$ cat config.mk
export PLATFORM = sky130hd
export DESIGN_NAME = imem_loader_flat
export DESIGN_NICKNAME = d
export VERILOG_FILES = /design/src/rtl/imem_loader_if.sv /design/src/rtl/imem_loader.sv /design/src/flat_wrapper.sv
export SDC_FILE = /design/constraint.sdc
export NUM_CORES = 1
export LEC_CHECK = 0
export ABC_AREA = 1
export CORE_UTILIZATION = 45
export DETAILED_ROUTE_END_ITERATION = 7
export PLACE_DENSITY = 0.73
export SLEW_MARGIN = 20
export SYNTH_ARGS = -nofsm -noshare
export SYNTH_HDL_FRONTEND = slang
export SYNTH_SLANG_ARGS = --single-unit
$ cat constraint.sdc
create_clock -name clk -period 2 [get_ports clk]
set_input_delay 0.3 -clock clk [delete_from_list [all_inputs] [get_ports clk]]
set_output_delay 0.3 -clock clk [all_outputs]
set_load 0.01 [all_outputs]
$ cat src/rtl/imem_loader_if.sv
// Byte-stream input and instruction-memory write port of the program loader.
// The master side feeds bytes and observes writes; the slave side is the loader.
interface imem_loader_if;
  logic        in_valid;
  logic [7:0]  in_data;
  logic        in_ready;
  logic        we;
  logic [31:0] waddr;
  logic [31:0] wdata;

  modport master (
    output in_valid,
    output in_data,
    input  in_ready,
    input  we,
    input  waddr,
    input  wdata
  );

  modport slave (
    input  in_valid,
    input  in_data,
    output in_ready,
    output we,
    output waddr,
    output wdata
  );
endinterface

$ cat src/rtl/imem_loader.sv
// Instruction-memory program loader: reads a 16-bit little-endian word count,
// then assembles little-endian 32-bit words and writes them from word 0 upward.
// busy is meant to hold the core in reset while a load is running.
module imem_loader #(
  parameter int unsigned DEPTH = 256
) (
  input  logic           clk,
  input  logic           rst_n,
  input  logic           start,
  imem_loader_if.slave   bus,
  output logic           busy,
  output logic           done,
  output logic           err,
  output logic [15:0]    words_written
);

  typedef enum logic [2:0] {
    IDLE,
    LEN0,
    LEN1,
    DATA,
    WRITE,
    DONE,
    ERR
  } state_t;

  localparam logic [16:0] DEPTH_W = 17'(DEPTH);

  state_t      state;
  logic [15:0] n;
  logic [15:0] idx;
  logic [1:0]  cnt;
  logic        in_ready_q;
  logic        we_q;
  logic [31:0] waddr_q;
  logic [31:0] wdata_q;

  logic        accept;
  logic [15:0] hdr_n;
  logic [15:0] idx_inc;

  // in_ready is a register, so accept never loops back into it combinationally.
  assign accept  = bus.in_valid & in_ready_q;
  // Full word count as it will be once the second header byte is taken.
  assign hdr_n   = {bus.in_data, n[7:0]};
  assign idx_inc = idx + 16'd1;

  assign bus.in_ready  = in_ready_q;
  assign bus.we        = we_q;
  assign bus.waddr     = waddr_q;
  assign bus.wdata     = wdata_q;
  assign words_written = idx;

  // Loader FSM; every output is updated together with the state it belongs to.
  always_ff @(posedge clk or negedge rst_n) begin
    if (!rst_n) begin
      state      <= IDLE;
      n          <= '0;
      idx        <= '0;
      cnt        <= '0;
      in_ready_q <= 1'b0;
      we_q       <= 1'b0;
      waddr_q    <= '0;
      wdata_q    <= '0;
      busy       <= 1'b0;
      done       <= 1'b0;
      err        <= 1'b0;
    end else begin
      case (state)
        IDLE, DONE, ERR: begin
          if (start) begin
            state      <= LEN0;
            in_ready_q <= 1'b1;
            busy       <= 1'b1;
            done       <= 1'b0;
            err        <= 1'b0;
            idx        <= '0;
            cnt        <= '0;
          end
        end

        LEN0: begin
          if (accept) begin
            n[7:0] <= bus.in_data;
            state  <= LEN1;
          end
        end

        LEN1: begin
          if (accept) begin
            n[15:8] <= bus.in_data;
            if ({1'b0, hdr_n} > DEPTH_W) begin
              state      <= ERR;
              err        <= 1'b1;
              busy       <= 1'b0;
              in_ready_q <= 1'b0;
            end else if (hdr_n == 16'd0) begin
              state      <= DONE;
              done       <= 1'b1;
              busy       <= 1'b0;
              in_ready_q <= 1'b0;
            end else begin
              state <= DATA;
            end
          end
        end

        DATA: begin
          if (accept) begin
            wdata_q[{cnt, 3'b000} +: 8] <= bus.in_data;
            cnt <= cnt + 2'd1;
            if (cnt == 2'd3) begin
              state      <= WRITE;
              we_q       <= 1'b1;
              in_ready_q <= 1'b0;
              waddr_q    <= {14'b0, idx, 2'b00};
            end
          end
        end

        WRITE: begin
          we_q <= 1'b0;
          idx  <= idx_inc;
          if (idx_inc == n) begin
            state <= DONE;
            done  <= 1'b1;
            busy  <= 1'b0;
          end else begin
            state      <= DATA;
            in_ready_q <= 1'b1;
            cnt        <= '0;
          end
        end

        default: begin
          state      <= IDLE;
          in_ready_q <= 1'b0;
          we_q       <= 1'b0;
          busy       <= 1'b0;
        end
      endcase
    end
  end

endmodule

$ cat src/flat_wrapper.sv
// flat-port wrapper written by rule: the top's interface ports become plain ports
module imem_loader_flat 
#(
  parameter int unsigned DEPTH = 256
)
  (clk, rst_n, start, busy, done, err, words_written, bus_in_valid, bus_in_data, bus_in_ready, bus_we, bus_waddr, bus_wdata);
  imem_loader_if bus_i ();
  input  logic clk;
  input  logic rst_n;
  input  logic start;
  output logic busy;
  output logic done;
  output logic err;
  output logic [15:0] words_written;
  input wire logic [$bits(bus_i.in_valid)-1:0] bus_in_valid;
  input wire logic [$bits(bus_i.in_data)-1:0] bus_in_data;
  output wire logic [$bits(bus_i.in_ready)-1:0] bus_in_ready;
  output wire logic [$bits(bus_i.we)-1:0] bus_we;
  output wire logic [$bits(bus_i.waddr)-1:0] bus_waddr;
  output wire logic [$bits(bus_i.wdata)-1:0] bus_wdata;
  assign bus_i.in_valid = bus_in_valid;
  assign bus_i.in_data = bus_in_data;
  assign bus_in_ready = bus_i.in_ready;
  assign bus_we = bus_i.we;
  assign bus_waddr = bus_i.waddr;
  assign bus_wdata = bus_i.wdata;
  imem_loader #(.DEPTH(DEPTH)) u_core (.clk(clk), .rst_n(rst_n), .start(start), .bus(bus_i), .busy(busy), .done(done), .err(err), .words_written(words_written));
endmodule
==> results.md <==
* Status: complete, but fails checks
* Failing checks: negative setup slack
* Routed wire length on met2 at 5670 um
* Core Box Area at 9910 sq um
* Number of synthesized flops with an enable pin at 0
* Final worst-path cycle share at 103%
* Detailed Place HPWL at 9150 um
* Antenna cell count at 0
* Pwr per Cell Area at between 500 and 600 nW/um^2
* Net Sw Power at 0.000763 W
* CTS root buf: clkbuf_8
* Count of state elements after synthesis at 90
* IO Port Bufs at 80
* Leakage Power at 3.23 nW
* Worst setup EP type: register
* Final Max Tran Viols at 0
* Syn_area_per_cell at 7.82 sq um
* DR DRC count at 0
* Internal power at 0.00252 W
* Clk pin slew, worst setup/hold paths at 0.10 ns
* Worst EP required at 2.26 ns
* Max VDD drop at 0.326 mV
* Slowest-stage cell, CP: dfrtp_1
* Post-synthesis async set-or-reset flop share at 100%
* Largest stage delay, worst path at about 0.40 ns
* Maximum fanout along the worst path at 4
* Die Ht at about 100 um
* Initial Utilization at 47.1%
* Layout area overhead at 30.7%
* Total Die Area at 10800 sq um
* Mapped Cells at 597
* First-pass GRT wire length at between 20000 and 25000 um
* Post-Route Skew at between 0.015 and 0.02 ns
* Mapped cell area at 4670 sq um
* Cell variety after synth at 29
* Clock Sinks at 90
* Grt total ovfl at 0
* Max-Cap Viols at 0
* Setup crit start kind: register
* Placement row count at 36
* Final min period at 2.07 ns
* Drt first pass iters at 5
* Routed Antenna Nets at 0
* Ys Warns at 0
* Final Hold Viols at 0
* GRT Total Usage at 23.8%
* Most common cell in the netlist: nand2_1
* Initial drt markers at around 260
* Synth cell count leaders: nand2_1, dfrtp_1, o21ai_0
* Vias in the first global route at 4332
* Clk_lat worst skew at 0.37 ns
* Worst path cell trace: ha_2 -> or2_2 -> nand3b_1 -> nand2_1 -> nor2_1 -> nand2_1 -> nor2_1 -> nand3_1 -> nor2_2 -> nand2_1 -> nand2_2 -> nand2_1 -> nand2_1 -> nand2_1
* Final WL at 12300 um
* Io pins at 97
* WL met1 at between 5000 and 6000 um
* Met3 wire len at 720 um
* Vias per cell at 5.22
* DR vias at about 4.4k
* RSZ-0062 raised after global routing: yes
* HP Class: input port to asynchronous set/reset pin
* Synth top area cells: dfrtp_1, nand2_1, o21ai_0
* Setup WS post-layout at -0.0687 ns
* Share of layout cells above drive strength 1 at 11.7%
* Kind of critical path: register to register
* Highest routed metal layer: met4
* Initial antenna violation count at 0
* Max Fclk at 483 MHz
* Crit path DAT at 2.33 ns
* Max-slew headroom at 66.6%
* Synth Flop Type: dfrtp_1
* Clock tree buffer depth at 2
* Top cell type's share of synthesized area at 48.2%
* Most used cell, CP: nand2_1
* Sw frac at 23.3%
* Register area share after synthesis at 48.2%
* H-tree levels at 3
* TritonCTS clock tree: built
* GPL Wtd Cong at 0.929
* Post-CTS setup repair buffer count at 0
* Fin nets at 733
* Setup TNS at -0.211 ns
* Comb power frac at 3.8%
* Biggest area consumer among synthesized cells: dfrtp_1
* Setup WS pre-CTS at between 0.01 and 0.015 ns
* Drt wl/cell at 14.4 um
* Num CTS Buffers at 9
* Setup violations, final at 5
* Die Span X at 104 um
* Largest net degree at the start of global routing at 40
* Clk network pwr share at 40.8%
* Seq pwr share at 55.4%
* Worst Max-Slew Pin Slew at 0.498 ns
## cell type report
type                       count  area (sq um)
sequential                    90          2250
clock buffer                  11           151
fill                         861          3800
inverter                      63           236
timing repair buffer         117          1100
clock inverter                 5          61.3
tap                          133           166
multi-input combinational    432          2130
## repair_timing
item / in CTS / in global routing
hold buffers: 1 / 0
gates resized for setup: 1 / 18
hold endpoints to repair: 24 / 0
endpoints found under the setup margin: 4 / 19
pin swaps: 1 / 12
## power groups by stage
stage	combinational, W	clock (W)	sequential [W]
6_report	0.000123	0.00134	0.00182
5_1_grt	0.000136	0.00143	0.00182
4_1_cts	0.000126	0.00136	0.00182
3_5_place_dp	0.000124	0	0.00185
3_3_place_gp	0.000122	0	0.00185
2_1_floorplan	0.0000429	0	0.00185
## metrics by stage
step / cells / hold WS [ns] / power [W] / utilization, % / area [sq um]
after floorplan: 612 / 0.00441 / 0.00190 / - / 4730
after global placement: 834 / 0.228 / 0.00198 / 58.8 / 5820
after detailed placement: 834 / 0.238 / 0.00198 / 58.8 / 5820
after CTS: 851 / 0.380 / 0.00330 / 61.0 / 6050
after global routing: 851 / 0.409 / 0.00338 / 61.6 / 6100
final: 851 / 0.371 / 0.00328 / 61.6 / 6100
## registers in the layout, summed over array words and instances (netlist names), 2 cells and up
signal	cells
u_core.bus.waddr	16
u_core.state	3
u_core.cnt	2
u_core.bus.wdata	32
u_core.words_written	16
u_core.n	16
## final timing paths
kind / from / end / slack (ns) / cells after the start
setup / recovery: u_core.words_written[1]$_DFFE_PN0P_ / u_core.done$_DFFE_PN0P_ / -0.07 / 14
min in group clk: u_core.busy$_DFFE_PN0P_ / u_core.busy$_DFFE_PN0P_ / 0.48 / 2
hold reg to reg: u_core.busy$_DFFE_PN0P_ / u_core.busy$_DFFE_PN0P_ / 0.48 / 2
setup reg to reg: u_core.words_written[1]$_DFFE_PN0P_ / u_core.done$_DFFE_PN0P_ / -0.07 / 14
max in group asynchronous: rst_n / u_core.n[10]$_DFFE_PN0P_ / 0.92 / 3
hold / removal: rst_n / u_core.bus.waddr[5]$_DFFE_PN0P_ / 0.37 / 2
## layout by cell type, fill, tap and decap left out, types with 2 or more instances in the layout
cell,Yosys,final
buf_12,0,2
buf_4,16,35
clkbuf_8,0,11
clkdlybuf4s50_1,0,79
clkinv_4,0,2
conb_1,1,16
dfrtp_1,90,89
ha_1,7,6
inv_1,61,61
inv_2,2,2
nand2_1,174,165
nand2_2,2,10
nand3_1,56,55
nand3b_1,6,6
nand4_1,17,17
nor2_1,43,39
nor2_2,5,8
nor2_4,2,3
nor3_1,6,6
o21ai_0,73,73
o22ai_1,12,12
or2_2,2,2
xnor3_1,2,2
xor2_1,2,2
## layer usage
layer | track usage (%) | up-vias
met2 | 38.6 | 183
li1 | - | 2149
met1 | 31.6 | 2078
met3 | 4.07 | 30
met5 | 0 | -
met4 | 9.90 | 0
## worst max-delay path, delay by kind of cell (launching register included)
kind                       cells  cell delay, ns
DFF                            1            0.40
adders and majority gates      1            0.21
and+or+nand+nor               13            1.34
## kinds of logic after synthesis
family / share of synthesized area [%]
XOR/XNOR: 1.34
flip-flops: 48.2
AND/OR/NAND/NOR: 29.4
other: 0.0803
multiplexers: 0.241
buffers and inverters: 8.55
AO/OA/AOI/OAI: 9.86
adder cells (fa/ha/maj): 2.30
No activity file was read; power rests on OpenSTA's default activity.
